<file path="config.mk">
export PLATFORM = sky130hd
export DESIGN_NAME = exp_event_timer
export DESIGN_NICKNAME = d
export VERILOG_FILES = /design/src/rtl/exp_prng_pkg.sv /design/src/rtl/sat_counter.sv /design/src/rtl/exp_event_timer.sv
export SDC_FILE = /design/constraint.sdc
export NUM_CORES = 1
export LEC_CHECK = 0
export BUFFER_PORTS_ARGS = -buffer_cell sky130_fd_sc_hd__buf_2
export CORE_UTILIZATION = 55
export DETAILED_ROUTE_END_ITERATION = 10
export PLACE_DENSITY = 0.76
export SYNTH_ARGS = -nofsm -noshare
export SYNTH_HDL_FRONTEND = slang
export SYNTH_SLANG_ARGS = --single-unit
export TNS_END_PERCENT = 100
</file>
<file path="constraint.sdc">
create_clock -name clk_i -period 3 [get_ports clk_i]
set_input_delay 0.45 -clock clk_i [delete_from_list [all_inputs] [get_ports clk_i]]
set_output_delay 0.45 -clock clk_i [all_outputs]
set_load 0.005 [all_outputs]
</file>
<file path="src/rtl/exp_prng_pkg.sv">
// rtl/exp_prng_pkg.sv - shared widths and state type for the exponential PRNG stage and event timer
package exp_prng_pkg;

  localparam int DEF_X_WID     = 16;
  localparam int DEF_SHIFT_WID = 4;
  localparam int DEF_CNT_WID   = 16;

  typedef enum logic [1:0] {
    ST_IDLE  = 2'd0,
    ST_COUNT = 2'd1,
    ST_FIRE  = 2'd2
  } timer_state_e;

endpackage

</file>
<file path="src/rtl/sat_counter.sv">
// rtl/sat_counter.sv - saturating event counter with clear priority and sticky saturation flag
module sat_counter
  import exp_prng_pkg::*;
#(
  parameter int CNT_WID = DEF_CNT_WID
) (
  input  logic               clk_i,
  input  logic               rst_i,
  input  logic               clr_i,
  input  logic               inc_i,
  output logic [CNT_WID-1:0] count_o,
  output logic               sat_o
);

  logic [CNT_WID-1:0] count_q, count_d;
  logic               sat_q, sat_d;

  always_comb begin
    count_d = count_q;
    sat_d   = sat_q;
    if (clr_i) begin
      // Clear wins even over an increment arriving in the same cycle.
      count_d = '0;
      sat_d   = 1'b0;
    end else begin
      if (inc_i && (count_q != '1)) begin
        count_d = count_q + CNT_WID'(1);
      end
      sat_d = sat_q | (count_d == '1);
    end
  end

  always_ff @(posedge clk_i) begin
    if (rst_i) begin
      count_q <= '0;
      sat_q   <= 1'b0;
    end else begin
      count_q <= count_d;
      sat_q   <= sat_d;
    end
  end

  assign count_o = count_q;
  assign sat_o   = sat_q;

endmodule

</file>
<file path="src/rtl/exp_event_timer.sv">
// rtl/exp_event_timer.sv - counts down exponential interval samples and pulses event_o at expiry
module exp_event_timer
  import exp_prng_pkg::*;
#(
  parameter int X_WID     = DEF_X_WID,
  parameter int SHIFT_WID = DEF_SHIFT_WID,
  parameter int CNT_WID   = DEF_CNT_WID
) (
  input  logic                 clk_i,
  input  logic                 rst_i,
  input  logic                 en_i,
  input  logic                 clr_i,
  input  logic [SHIFT_WID-1:0] shift_i,
  input  logic [X_WID-1:0]     sample_i,
  input  logic                 sample_valid_i,
  output logic                 sample_ready_o,
  output logic                 event_o,
  output logic                 busy_o,
  output logic [CNT_WID-1:0]   event_count_o,
  output logic                 count_sat_o
);

  timer_state_e     state_q, state_d;
  logic [X_WID-1:0] cnt_q, cnt_d;
  logic             event_q, event_d;
  logic             busy_q, busy_d;
  logic [X_WID-1:0] interval;
  logic             accept;

  // FIRE accepts the next sample so a free-running source gives back-to-back intervals.
  assign sample_ready_o = en_i && !rst_i && ((state_q == ST_IDLE) || (state_q == ST_FIRE));
  assign accept         = sample_valid_i && sample_ready_o;
  assign interval       = sample_i >> shift_i;

  always_comb begin
    state_d = state_q;
    cnt_d   = cnt_q;
    case (state_q)
      ST_IDLE: begin
        if (accept) begin
          state_d = ST_COUNT;
          cnt_d   = interval;
        end
      end
      ST_COUNT: begin
        if (en_i) begin
          if (cnt_q == '0) begin
            state_d = ST_FIRE;
          end else begin
            cnt_d = cnt_q - X_WID'(1);
          end
        end
      end
      ST_FIRE: begin
        if (accept) begin
          state_d = ST_COUNT;
          cnt_d   = interval;
        end else begin
          state_d = ST_IDLE;
        end
      end
      default: state_d = ST_IDLE;
    endcase
    event_d = (state_d == ST_FIRE);
    busy_d  = (state_d == ST_COUNT);
  end

  always_ff @(posedge clk_i) begin
    if (rst_i) begin
      state_q <= ST_IDLE;
      cnt_q   <= '0;
      event_q <= 1'b0;
      busy_q  <= 1'b0;
    end else begin
      state_q <= state_d;
      cnt_q   <= cnt_d;
      event_q <= event_d;
      busy_q  <= busy_d;
    end
  end

  assign event_o = event_q;
  assign busy_o  = busy_q;

  sat_counter #(
    .CNT_WID(CNT_WID)
  ) u_sat_counter (
    .clk_i  (clk_i),
    .rst_i  (rst_i),
    .clr_i  (clr_i),
    .inc_i  (event_q),
    .count_o(event_count_o),
    .sat_o  (count_sat_o)
  );

endmodule

</file>
==> impl_metrics.toml <==
[critical_path]
critPathSlowestCell = "or4b_2"
cp_data_required_time_ps = 3150
cp_data_arrival_time_ps = 2830
worst_setup_path_start_kind = "flop"
reg2reg_from = "cnt_q[0]$_SDFFE_PP0P_"
r2r_end = "cnt_q[3]$_SDFFE_PP0P_"
crit_chain = "inv_1 -> ha_1 -> or4b_2 -> nor4_4 -> a31oi_1 -> buf_4 -> a32oi_1 -> o32ai_1"
crit_path_end_kind = "flop"
cpPeakStageDelay_ps = 700
rr_worst_depth = 8
crit_type = "flop to flop"
rrSetupSlack_ps = 320
cp_max_fo = 20

[layout]
final_common_cell = "nor2_1"
final_cell_mix = "nor2_1, buf_2, dfxtp_1"
nNetsFinal = 406
diodes = 0
layout-drive-gt1-share = 0.193
area_delta_synth_final_pct = 10.9

[global_route]
overflow = 0
grt_pass1_wl_mm = 11.1
grt_pass1_vias = 2377
use_met1 = 0.409
met3_usage = 0.0366
grt_usage = 0.272
grt_max_degree = 32
grt_use_met2 = 0.411
top_usage_layer = "met2"
antenna_found_initial = 0

[floorplan]
dieArea_sq_um = 5140
rows = 24
coreArea_sq_um = 4500
die_w_um = 71.7
die_y_um = 71.7
ios = 45
start_util = 0.593

[sta]
rsz0062_at_grt = "no"
hold_violations = 0
slew_headroom = 0.521
fin_crit_sh = 0.893
period_minus_slack_ps = 2680
skew_ps = 3.56
worst_pin_slew_ps = 712
timing.fmax_mhz = 373
finalSetupTns_ps = 0
slew_viol_final = 0
hold_ws_ps = 441
finalSetupViolations = 0

[pwr]
p_sw_w = 0.000474
power_leakage_nw = 1.13
switching_share = 0.357
power_density_nw_per_um2 = 448
vdd_drop_max_mv = 0.257
comb_power_share = 0.342
p_clk_frac = 0.247
cell_internal_pwr_w = 0.000853
seq_power_share = 0.411

[synth]
muxShareOfSynthArea = 0.141
synth.net_count = 372
netlist.area_leader.share = 0.277
ys_types = 57
synth.area.top_cells = "dfxtp_1, mux2i_1, nor2_1"
synth_seq_area_share = 0.277
synthFlopType = "dfxtp_1"
yosys.area_share.xor_xnor = 0.0426
synthSimpleGateAreaFrac = 0.281
synthAdderAreaFrac = 0.00936
synth_edf_count = 0
syn_inst = 345
netlist.top_cell.by_area = "dfxtp_1"
synthArstFlopShare = 0
synth-compound-area-share = 0.197
synth_top_family_by_area = "simple AND/OR/NAND/NOR gates"
ys_ff_latch = 37
yosys_warnings = 0
syn_area_sq_um = 2670
postSynthAreaPerCell_sq_um = 7.75

[drt]
totalWireLength_mm = 6.67
drc = 0
routed_via_density = 6.31
vias = 2714
firstDrtPassIters = 4
drtAntennaViolNets = 0
drt-initial-drc-count = 207
wl_per_cell_um = 15.5

[clock_network]
cts_root_buf = "clkbuf_8"
cts_buffers = 5
post-cts-setup-buffers = 0
cts_sinks = 37
htree_num_levels = 2
hold_buffers = 0
cts_buffer_depth = 2
cts.reportedPaths.clkPinSlew_ps = 70
cts_tree = "yes"
ctsResizeCount = 0
clock_latency_ps = 280

[place]
dp_hpwl_mm = 4.90
gp_congestion = 0.841
portBuffers = 44

[status]
status = "finished clean"

[min_path]
hold_path.class = "input pin to flop"
hold_end = "u_sat_counter.sat_o$_SDFF_PP0_"
min-delay-start = "clr_i"
whs_path_depth = 4

[run]
cap_violations = 0
[how the worst max path moves through the flow]
stage                                           to  slack (ps)                                start
finish                       cnt_q[3]$_SDFFE_PP0P_         320                cnt_q[0]$_SDFFE_PP0P_
floorplan           u_sat_counter.sat_o$_SDFF_PP0_         350  u_sat_counter.count_o[0]$_SDFF_PP0_
global route        u_sat_counter.sat_o$_SDFF_PP0_         170  u_sat_counter.count_o[0]$_SDFF_PP0_
global placement    u_sat_counter.sat_o$_SDFF_PP0_         460  u_sat_counter.count_o[0]$_SDFF_PP0_
detailed placement           cnt_q[3]$_SDFFE_PP0P_         400                cnt_q[0]$_SDFFE_PP0P_
CTS                          cnt_q[3]$_SDFFE_PP0P_         370                cnt_q[0]$_SDFFE_PP0P_
[sequential cells by signal, indices dropped and copies added (netlist names)]
name	flops
event_o	1
busy_o	1
u_sat_counter.count_o	16
state_q	2
u_sat_counter.sat_o	1
cnt_q	16
[logic make-up (layout without fill, tap and decap cells)]
kind of cell,Yosys count,count (layout)
AO/OA/AOI/OAI,83,83
XOR/XNOR,13,13
adder cells (fa/ha/maj),2,2
buffers and inverters,31,64
flip-flops,37,37
multiplexers,31,31
AND/OR/NAND/NOR,148,148
[critical path, delay by kind of cell (launching register included)]
family / cells / cell delay (ps)
and+or+nand+nor: 2 / 1150
buffers and inverters: 2 / 330
DFF: 1 / 370
AOI/OAI and AO/OA: 3 / 480
adders and majority gates: 1 / 210
[final cells by class]
type                       count  area (sq um)
multi-input combinational    277          1790
fill                         401          1540
sequential                    37           741
timing repair buffer          49           258
clock buffer                   5          68.8
tap                           52          65.1
inverter                       9          33.8
clock inverter                 1          5.00
[stage by stage]
| stage | power (W) | cell area, sq um | utilization | std cells | worst slack, ps |
|---|---|---|---|---|---|
| CTS | 0.00132 | 2960 | 0.658 | 430 | 367 |
| floorplan | 0.000896 | 2670 | - | 345 | 353 |
| finish | 0.00133 | 2960 | 0.658 | 430 | 320 |
| global route | 0.00141 | 2960 | 0.658 | 430 | 172 |
| global placement | 0.000993 | 2890 | 0.642 | 424 | 457 |
| detailed placement | 0.000999 | 2890 | 0.642 | 424 | 399 |
[routing by layer]
layer	vias up	part of all wire
met5	-	0
met3	8	0.071
met2	113	0.43
met4	0	0.0094
met1	1249	0.49
li1	1344	-
[power by group through the flow]
stage          registers (W)  logic [W]  clock network (W)
6_report            0.000546   0.000453           0.000328
5_1_grt             0.000550   0.000504           0.000352
4_1_cts             0.000545   0.000447           0.000331
3_5_place_dp        0.000556   0.000443                  0
3_3_place_gp        0.000555   0.000438                  0
2_1_floorplan       0.000548   0.000348                  0
[cells in the mapped netlist, types with 4 or more instances]
cell type,instances
nor2_1,46
dfxtp_1,37
nand2_1,29
o21ai_0,26
mux2i_1,23
a21oi_1,17
clkbuf_1,15
nand3_1,14
nor3_1,12
nor4_1,10
a31oi_1,8
xor2_1,8
inv_1,7
nand4_1,7
a211oi_1,5
mux4_2,5
xnor2_1,5
and2_1,4
nand2b_1,4
o31ai_1,4
Power figures use the tool's default switching activity.
